===== config.mk =====
export PLATFORM = sky130hd
export DESIGN_NAME = show_sequencer_flat
export DESIGN_NICKNAME = d
export VERILOG_FILES = /design/src/rtl/show_sequencer_if.sv /design/src/rtl/show_sequencer.sv /design/src/flat_wrapper.sv
export SDC_FILE = /design/constraint.sdc
export NUM_CORES = 1
export LEC_CHECK = 0
export CAP_MARGIN = 20
export CORE_UTILIZATION = 40
export CTS_CLUSTER_DIAMETER = 30
export CTS_CLUSTER_SIZE = 30
export DETAILED_ROUTE_END_ITERATION = 6
export SYNTH_ARGS = -nofsm -noshare
export SYNTH_HDL_FRONTEND = slang
export SYNTH_SLANG_ARGS = --single-unit

===== constraint.sdc =====
create_clock -name clk -period 2.5 [get_ports clk]
set_input_delay 0.5 -clock clk [delete_from_list [all_inputs] [get_ports clk]]
set_output_delay 0.5 -clock clk [all_outputs]
set_load 0.005 [all_outputs]

===== src/rtl/show_sequencer_if.sv =====
// rtl/show_sequencer_if.sv - button/repeat inputs and show status outputs of the sequencer
interface show_sequencer_if;
  logic       startBtn;
  logic [3:0] repeatIn;
  logic       enable;
  logic       running;
  logic       done;
  logic [1:0] state;

  // Drives the sequencer inputs and observes its status
  modport master (
    output startBtn,
    output repeatIn,
    input  enable,
    input  running,
    input  done,
    input  state
  );

  // The sequencer itself
  modport slave (
    input  startBtn,
    input  repeatIn,
    output enable,
    output running,
    output done,
    output state
  );
endinterface


===== src/rtl/show_sequencer.sv =====
// rtl/show_sequencer.sv - start-button debounce, run/pause/done FSM and frame-advance divider
module show_sequencer #(
  parameter int CLK_HZ          = 50_000_000,
  parameter int FRAME_HZ        = 20,
  parameter int DEBOUNCE_CYCLES = 500_000
) (
  input  logic             clk,
  input  logic             resetBtn,
  show_sequencer_if.slave  bus
);

  localparam int TICK_DIV = CLK_HZ / FRAME_HZ;
  localparam int DIV_W    = (TICK_DIV > 1) ? $clog2(TICK_DIV) : 1;
  localparam int DB_W     = (DEBOUNCE_CYCLES > 1) ? $clog2(DEBOUNCE_CYCLES) : 1;

  localparam logic [DIV_W-1:0] DIV_LAST = DIV_W'(TICK_DIV - 1);
  localparam logic [DB_W-1:0]  DB_LAST  = DB_W'(DEBOUNCE_CYCLES - 1);

  typedef enum logic [1:0] {
    S_IDLE  = 2'b00,
    S_RUN   = 2'b01,
    S_PAUSE = 2'b10,
    S_DONE  = 2'b11
  } state_t;

  // Synchronizer and debouncer state (button is active-low, so idle level is 1)
  logic            sync1_q;
  logic            sync2_q;
  logic            db_level_q;
  logic            db_level_d;
  logic [DB_W-1:0] db_cnt_q;
  logic [DB_W-1:0] db_cnt_d;
  logic            press_q;
  logic            press_d;

  // Show control state and registered outputs
  state_t           state_q;
  logic [DIV_W-1:0] div_q;
  logic             enable_q;
  logic             running_q;
  logic             done_q;

  logic             div_wrap;
  logic             repeat_zero;

  // Two-flop synchronizer for the asynchronous pushbutton
  always_ff @(posedge clk or negedge resetBtn) begin
    if (!resetBtn) begin
      sync1_q <= 1'b1;
      sync2_q <= 1'b1;
    end else begin
      sync1_q <= bus.startBtn;
      sync2_q <= sync1_q;
    end
  end

  // Debounce: accept a new level only after it has differed for DEBOUNCE_CYCLES cycles;
  // a press pulse fires only on the released->pressed acceptance
  always_comb begin
    db_cnt_d   = '0;
    db_level_d = db_level_q;
    press_d    = 1'b0;
    if (sync2_q != db_level_q) begin
      if (db_cnt_q == DB_LAST) begin
        db_level_d = sync2_q;
        press_d    = ~sync2_q;
      end else begin
        db_cnt_d = db_cnt_q + 1'b1;
      end
    end
  end

  // Debounce state registers
  always_ff @(posedge clk or negedge resetBtn) begin
    if (!resetBtn) begin
      db_level_q <= 1'b1;
      db_cnt_q   <= '0;
      press_q    <= 1'b0;
    end else begin
      db_level_q <= db_level_d;
      db_cnt_q   <= db_cnt_d;
      press_q    <= press_d;
    end
  end

  assign div_wrap    = (div_q == DIV_LAST);
  assign repeat_zero = (bus.repeatIn == 4'd0);

  // Show FSM with frame divider; the divider advances every RUN cycle, but an enable
  // pulse is only issued when the show stays in RUN, so leaving RUN never emits a new frame
  always_ff @(posedge clk or negedge resetBtn) begin
    if (!resetBtn) begin
      state_q   <= S_IDLE;
      div_q     <= '0;
      enable_q  <= 1'b0;
      running_q <= 1'b0;
      done_q    <= 1'b0;
    end else begin
      enable_q <= 1'b0;
      unique case (state_q)
        S_IDLE: begin
          if (press_q) begin
            state_q   <= S_RUN;
            div_q     <= '0;
            running_q <= 1'b1;
          end
        end
        S_RUN: begin
          div_q <= div_wrap ? '0 : div_q + 1'b1;
          if (repeat_zero) begin
            state_q   <= S_DONE;
            running_q <= 1'b0;
            done_q    <= 1'b1;
          end else if (press_q) begin
            state_q   <= S_PAUSE;
            running_q <= 1'b0;
          end else begin
            enable_q <= div_wrap;
          end
        end
        S_PAUSE: begin
          if (press_q) begin
            state_q   <= S_RUN;
            running_q <= 1'b1;
          end
        end
        S_DONE: begin
          state_q <= S_DONE;
        end
        default: begin
          state_q   <= S_IDLE;
          running_q <= 1'b0;
          done_q    <= 1'b0;
        end
      endcase
    end
  end

  assign bus.enable  = enable_q;
  assign bus.running = running_q;
  assign bus.done    = done_q;
  assign bus.state   = state_q;

endmodule


===== src/flat_wrapper.sv =====
// flat-port wrapper written by rule: the top's interface ports become plain ports
module show_sequencer_flat 
#(
  parameter int CLK_HZ          = 50_000_000,
  parameter int FRAME_HZ        = 20,
  parameter int DEBOUNCE_CYCLES = 500_000
)
  (clk, resetBtn, bus_startBtn, bus_repeatIn, bus_enable, bus_running, bus_done, bus_state);
  show_sequencer_if bus_i ();
  input  logic clk;
  input  logic resetBtn;
  input wire logic [$bits(bus_i.startBtn)-1:0] bus_startBtn;
  input wire logic [$bits(bus_i.repeatIn)-1:0] bus_repeatIn;
  output wire logic [$bits(bus_i.enable)-1:0] bus_enable;
  output wire logic [$bits(bus_i.running)-1:0] bus_running;
  output wire logic [$bits(bus_i.done)-1:0] bus_done;
  output wire logic [$bits(bus_i.state)-1:0] bus_state;
  assign bus_i.startBtn = bus_startBtn;
  assign bus_i.repeatIn = bus_repeatIn;
  assign bus_enable = bus_i.enable;
  assign bus_running = bus_i.running;
  assign bus_done = bus_i.done;
  assign bus_state = bus_i.state;
  show_sequencer #(.CLK_HZ(CLK_HZ), .FRAME_HZ(FRAME_HZ), .DEBOUNCE_CYCLES(DEBOUNCE_CYCLES)) u_core (.clk(clk), .resetBtn(resetBtn), .bus(bus_i));
endmodule

==> results of run 1 <==
## stage by stage
step	total power, uW	setup slack, ps	utilization (%)	std cells	hold slack, ps
6_report	1433	366.6	47.32	359	266.7
5_1_grt	1481	189.4	47.32	359	345.6
4_1_cts	1456	376.2	47.32	359	294.5
3_5_place_dp	880.2	390.5	45.52	351	353.7
3_3_place_gp	879.5	421.7	45.52	351	346.4
2_1_floorplan	847.9	589.3	-	267	204.4
## power by group through the flow
| stage | registers [uW] | logic, uW | clock network [uW] |
|---|---|---|---|
| 2_1_floorplan | 835 | 13.0 | 0 |
| 3_3_place_gp | 836 | 43.9 | 0 |
| 3_5_place_dp | 836 | 44.3 | 0 |
| 4_1_cts | 820 | 44.3 | 591 |
| 5_1_grt | 821 | 50.7 | 610 |
| 6_report | 820 | 42.3 | 571 |
## layer usage
layer	GRT usage (%)	share of wire [%]	up-vias
met5	0	0	-
met4	6.842	1.7	0
met3	3.000	3.7	8
met2	25.62	43	40
met1	24.24	51	949
li1	-	-	1016
## critical path, delay by kind of cell, from the launching register on
kind	cells	cell delay, ps
AND/OR/NAND/NOR	2	720
AO/OA/AOI/OAI	3	530
flip-flops	1	460
buffers and inverters	1	300
## registers in the layout (all words and copies together) (netlist names)
name                cells
u_core.bus.running      1
u_core.sync1_q          1
u_core.bus.done         1
u_core.bus.state        2
u_core.db_cnt_q        19
u_core.bus.enable       1
u_core.sync2_q          1
u_core.div_q           22
u_core.db_level_q       1
u_core.press_q          1
## cells by family after synthesis
family | count (synthesis)
compound gates | 53
xor+xnor | 18
fa+ha+maj | 2
buf+inv | 13
flops | 50
mux | 2
simple gates | 129
## layout make-up
class	count	area, um2
clock buffer	5	68.82
clock inverter	3	40.04
fill	583	3193
inverter	2	7.507
multi-input combinational	204	1230
sequential	50	1255
tap	75	93.84
timing repair buffer	20	172.7
## placed cells by master, fill, tap and decap left out, types with 2 or more instances in the layout
cell and count:
a21oi_1 7, a22o_1 2, a31oi_1 24, a41oi_1 5
and3_1 7, and4_1 6, buf_4 9, clkbuf_8 5
clkdlybuf4s50_1 10, clkinv_2 2, dfrtp_1 47, dfstp_2 3
ha_1 2, inv_1 2, mux2_2 2, nand2_1 30
nand2b_1 5, nand3_1 14, nand4_1 8, nor2_1 34
nor2b_1 2, nor3_1 5, nor3b_1 2, nor4_1 7
o21ai_0 9, o31ai_1 2, xnor2_1 10, xor2_1 8
## how the worst max path moves through the flow
stage,from,end,slack [ps]
after floorplan,u_core.div_q[15],u_core.div_q[1],590
after global placement,u_core.div_q[15],u_core.div_q[13],420
after detailed placement,u_core.div_q[15],u_core.div_q[9],390
after CTS,u_core.div_q[15],u_core.div_q[13],380
after global routing,u_core.div_q[15],u_core.div_q[13],190
final,u_core.div_q[15],u_core.div_q[9],370
==> impl_metrics.env, run 1 <==
export IMPL_status="completed"
export IMPL_postCtsSetupRepairBufs=0
export IMPL_placed_cell_area_um2=2759
export IMPL_dieArea_um2=6721
export IMPL_worstPathCellList="or4_4 -> nor4_4 -> a41oi_2 -> buf_4 -> a41oi_1 -> a31oi_1"
export IMPL_num_io_pins=12
export IMPL_fp_dieW_um=81.98
export IMPL_clock_latency_ps=310
export IMPL_yosysTopAreaCellShare_pct=45.97
export IMPL_rows=28
export IMPL_reg2reg_to="u_core.div_q[9]"
export IMPL_synth_top_family_by_area="simple AND/OR/NAND/NOR gates"
export IMPL_setup_viol=0
export IMPL_ys_warn_count=0
export IMPL_hold_buffers=0
export IMPL_cts_resized=0
export IMPL_syn_area_um2=2559
export IMPL_max_freq_mhz=468.7
export IMPL_power_density_nw_per_um2=499.7
export IMPL_yosys_top_cells_area="dfrtp_1 (46%), a31oi_1 (5.9%), nor2_1 (5.0%)"
export IMPL_clock_sinks=50
export IMPL_synth_edff_count=0
export IMPL_synth_xor_area_share_pct=6.161
export IMPL_drive_gt1_share_pct=9.859
export IMPL_clock_skew_ps=6.703
export IMPL_synth_simple_area_share_pct=26.45
export IMPL_grt_first_pass_wirelength_um=8783
export IMPL_pwr_share_seq_pct=57.2
export IMPL_root_buffer="clkbuf_8"
export IMPL_gp_congestion=0.7797
export IMPL_synth_seq_area_share_pct=49.05
export IMPL_cp_end_kind="flip-flop"
export IMPL_n_antenna_cell=0
export IMPL_synth_nets=276
export IMPL_dr_total_vias=2013
export IMPL_wl_um=5081
export IMPL_timing_final_max_slew_violations=0
export IMPL_crit_slowest_cell="or4_4"
export IMPL_ff2ff_path_depth=6
export IMPL_syn_inst=267
export IMPL_grt_usage_pct=17.10
export IMPL_leakage_uw=0.001144
export IMPL_power_switching_uw=306.6
export IMPL_async_flop_share_pct=100.0
export IMPL_hold_viol=0
export IMPL_initial_core_util_pct=42.22
export IMPL_max_stage_delay_ps=550
export IMPL_die_y_um=81.98
export IMPL_crit_fanout=34
export IMPL_synth_adder_area_share_pct=0.9780
export IMPL_crit_path_start_kind="flip-flop"
export IMPL_clkTransAtPathRegs_ps=90
export IMPL_drt_pass1_iter_count=4
export IMPL_layout_nets=292
export IMPL_overflow=0
export IMPL_p_sw_share_pct=21.39
export IMPL_arrival_ps=2320
export IMPL_synth_compound_area_share_pct=13.59
export IMPL_numCtsBuffers=5
export IMPL_cap_violations=0
export IMPL_dp_hpwl_um=3488
export IMPL_ys_types=40
export IMPL_required_ps=2690
export IMPL_port_buffers=11
export IMPL_worst_slew_pin_slew_ps=791.7
export IMPL_synth_area_per_cell_um2=9.583
export IMPL_syn_to_final_growth_pct=12.08
export IMPL_reg2reg_from="u_core.div_q[15]"
export IMPL_core_area_um2=6061
export IMPL_cts_buffer_depth=2
export IMPL_timing_worst_setup_path_type="flip-flop to flip-flop"
export IMPL_wire_per_inst_um=14.15
export IMPL_ir_drop_mv=0.2568
export IMPL_yosysMostFrequentCell="dfrtp_1"
export IMPL_vias_per_cell=5.607
export IMPL_antenna_found_initial=0
export IMPL_tns_ps=0
export IMPL_synth_area_mux_share_pct=0.8802
export IMPL_min_path_type="input port to async pin"
export IMPL_comb_power_share_pct=3.0
export IMPL_rrSetupSlack_ps=370
export IMPL_grt_max_degree=38
export IMPL_p_int_uw=1127
export IMPL_drc_errors=0
export IMPL_h_tree_depth=2
export IMPL_postLayoutCellArea_um2=2868
export IMPL_min_period_ps=2133
export IMPL_drt_iter0_markers=106
export IMPL_ys_flop_type="dfrtp_1"
export IMPL_fin_crit_sh_pct=85.34
export IMPL_cts_tree="yes"
export IMPL_slew_headroom_pct=47.22
export IMPL_rsz0062_at_grt="false"
export IMPL_yosysTopAreaCell="dfrtp_1"
export IMPL_postRouteAntennaNets=0
export IMPL_ys_seq_elements=50
export IMPL_grt_pass1_vias=1851
export IMPL_p_clk_share_pct=39.8
export IMPL_synthTopCellsByCount="dfrtp_1 (47), nor2_1 (34), nand2_1 (30), a31oi_1 (24), nand3_1 (14)"
Note: power is estimated with default switching activity, not from simulation.
==> run 2: changes to the inputs <==
--- a/config.mk
+++ b/config.mk
@@ -7,6 +7,7 @@
 export LEC_CHECK = 0
 export CAP_MARGIN = 20
 export CORE_UTILIZATION = 40
+export CTS_BUF_LIST = sky130_fd_sc_hd__clkbuf_16
 export CTS_CLUSTER_DIAMETER = 30
 export CTS_CLUSTER_SIZE = 30
 export DETAILED_ROUTE_END_ITERATION = 6
==> constraint.sdc (replaced) <==
create_clock -name clk -period 2.5 [get_ports clk]
set_input_delay 0.5 -clock clk [delete_from_list [all_inputs] [get_ports clk]]
set_output_delay 0.5 -clock clk [all_outputs]
set_load 0.05 [all_outputs]
==> impl_metrics.env, run 2 (same netlist as run 1, synthesis figures left out) <==
export IMPL_ff2ff_path_depth=6
export IMPL_max_freq_mhz=471.6
export IMPL_setup_viol=0
export IMPL_n_antenna_cell=0
export IMPL_hold_viol=0
export IMPL_die_y_um=81.98
export IMPL_cts_resized=0
export IMPL_grt_usage_pct=17.08
export IMPL_drt_pass1_iter_count=4
export IMPL_postCtsSetupRepairBufs=0
export IMPL_postLayoutCellArea_um2=2924
export IMPL_postRouteAntennaNets=0
export IMPL_overflow=0
export IMPL_power_density_nw_per_um2=555.6
export IMPL_crit_fanout=34
export IMPL_grt_max_degree=38
export IMPL_cts_buffer_depth=2
export IMPL_grt_pass1_vias=1855
export IMPL_antenna_found_initial=0
export IMPL_min_path_type="input port to async pin"
export IMPL_gp_congestion=0.7797
export IMPL_status="completed"
export IMPL_multi_input_area_um2=1230
export IMPL_reg2reg_to="u_core.div_q[13]"
export IMPL_largest_register="u_core.div_q"
export IMPL_required_ps=2670
export IMPL_placed_cell_area_um2=2759
export IMPL_final_cell_mix="dfrtp_1 (47), nor2_1 (34), nand2_1 (30), a31oi_1 (24), nand3_1 (14)"
export IMPL_drive_gt1_share_pct=9.859
export IMPL_numCtsBuffers=5
export IMPL_timing_final_max_slew_violations=0
export IMPL_wire_per_inst_um=14.23
export IMPL_clock_sinks=50
export IMPL_leakage_uw=0.001170
export IMPL_h_tree_depth=2
export IMPL_clkTransAtPathRegs_ps=70
export IMPL_dr_total_vias=2013
export IMPL_n_fill_cell=577
export IMPL_dieArea_um2=6721
export IMPL_initial_core_util_pct=42.22
export IMPL_drc_errors=0
export IMPL_clock_latency_ps=290
export IMPL_reg2reg_from="u_core.div_q[15]"
export IMPL_fin_crit_sh_pct=84.82
export IMPL_grt_first_pass_wirelength_um=8811
export IMPL_fp_dieW_um=81.98
export IMPL_cts_tree="yes"
export IMPL_root_buffer="clkbuf_16"
export IMPL_timing_worst_setup_path_type="flip-flop to flip-flop"
export IMPL_ir_drop_mv=0.2954
export IMPL_dp_hpwl_um=3488
export IMPL_tns_ps=0
export IMPL_cp_end_kind="flip-flop"
export IMPL_num_io_pins=12
export IMPL_arrival_ps=2290
export IMPL_syn_to_final_growth_pct=14.28
export IMPL_vias_per_cell=5.607
export IMPL_largest_reg_flops=22
export IMPL_slew_headroom_pct=47.01
export IMPL_min_period_ps=2121
export IMPL_final_common_cell="dfrtp_1"
export IMPL_crit_path_start_kind="flip-flop"
export IMPL_drt_iter0_markers=92
export IMPL_clock_skew_ps=5.025
export IMPL_rrSetupSlack_ps=380
export IMPL_wl_um=5107
export IMPL_hold_buffers=0
export IMPL_worst_slew_pin_slew_ps=794.8
export IMPL_regArea_um2=1255
export IMPL_core_area_um2=6061
export IMPL_rsz0062_at_grt="false"
export IMPL_layout_nets=292
export IMPL_port_buffers=11
export IMPL_rows=28
export IMPL_cap_violations=0
run 2: cell counts in the layout (fill, tap and decap cells not counted):
Identical to the previous run, type by type.
run 2: worst max-delay path, stage by stage, from the launching register on:
cell     delay, ps
dfrtp_1        450
or4_4          550
nor4_4         170
a41oi_2        220
buf_4          300
a41oi_1        240
a31oi_1         50
run 2: area by class of cell:
| cell class | instances | share of cell area (%) |
|---|---|---|
| Clock inverter | 3 | 1.369 |
| Multi-Input combinational cell | 204 | 42.06 |
| Tap cell | 75 | 3.209 |
| Timing Repair Buffer | 20 | 5.905 |
| Sequential cell | 50 | 42.92 |
| Clock buffer | 5 | 4.279 |
| Inverter | 2 | 0.2567 |
run 2: worst max-delay path by stage:
stage	startpoint	endpoint	slack, ps	depth (start not counted)
4_1_cts	u_core.div_q[15]	u_core.div_q[9]	380	6
6_report	u_core.div_q[15]	u_core.div_q[13]	380	6
3_5_place_dp	u_core.div_q[15]	u_core.div_q[9]	390	6
3_3_place_gp	u_core.div_q[15]	u_core.div_q[13]	420	6
5_1_grt	u_core.div_q[15]	u_core.div_q[13]	200	6
2_1_floorplan	u_core.div_q[15]	u_core.div_q[1]	590	6
run 2: routing by layer:
metal / track usage [%] / part of all wire, % / vias to the layer above
met1: 24.03 / 51 / 954
met3: 3.111 / 3.6 / 8
li1: - / - / 1015
met5: 0 / 0 / -
met2: 26.20 / 43 / 36
met4: 5.789 / 1.6 / 0
run 2: stage by stage:
stage          utilization, %  instances  hold WS [ps]  power, uW  setup WS (ps)
2_1_floorplan               -        267         204.4      847.9          589.3
3_3_place_gp            45.52        351         346.4      879.5          421.7
3_5_place_dp            45.52        351         353.7      880.2          390.5
4_1_cts                 48.25        359         327.2       1646          382.0
5_1_grt                 48.25        359         370.6       1681          195.1
6_report                48.25        359         292.4       1625          379.4
run 2: report_power, final:
group	leakage [uW]	internal, uW	switching (uW)	total [uW]
logic	0.000416	16.6	25.8	42.3
clock network	0.0000836	469	293	762
registers	0.000670	816	4.89	821
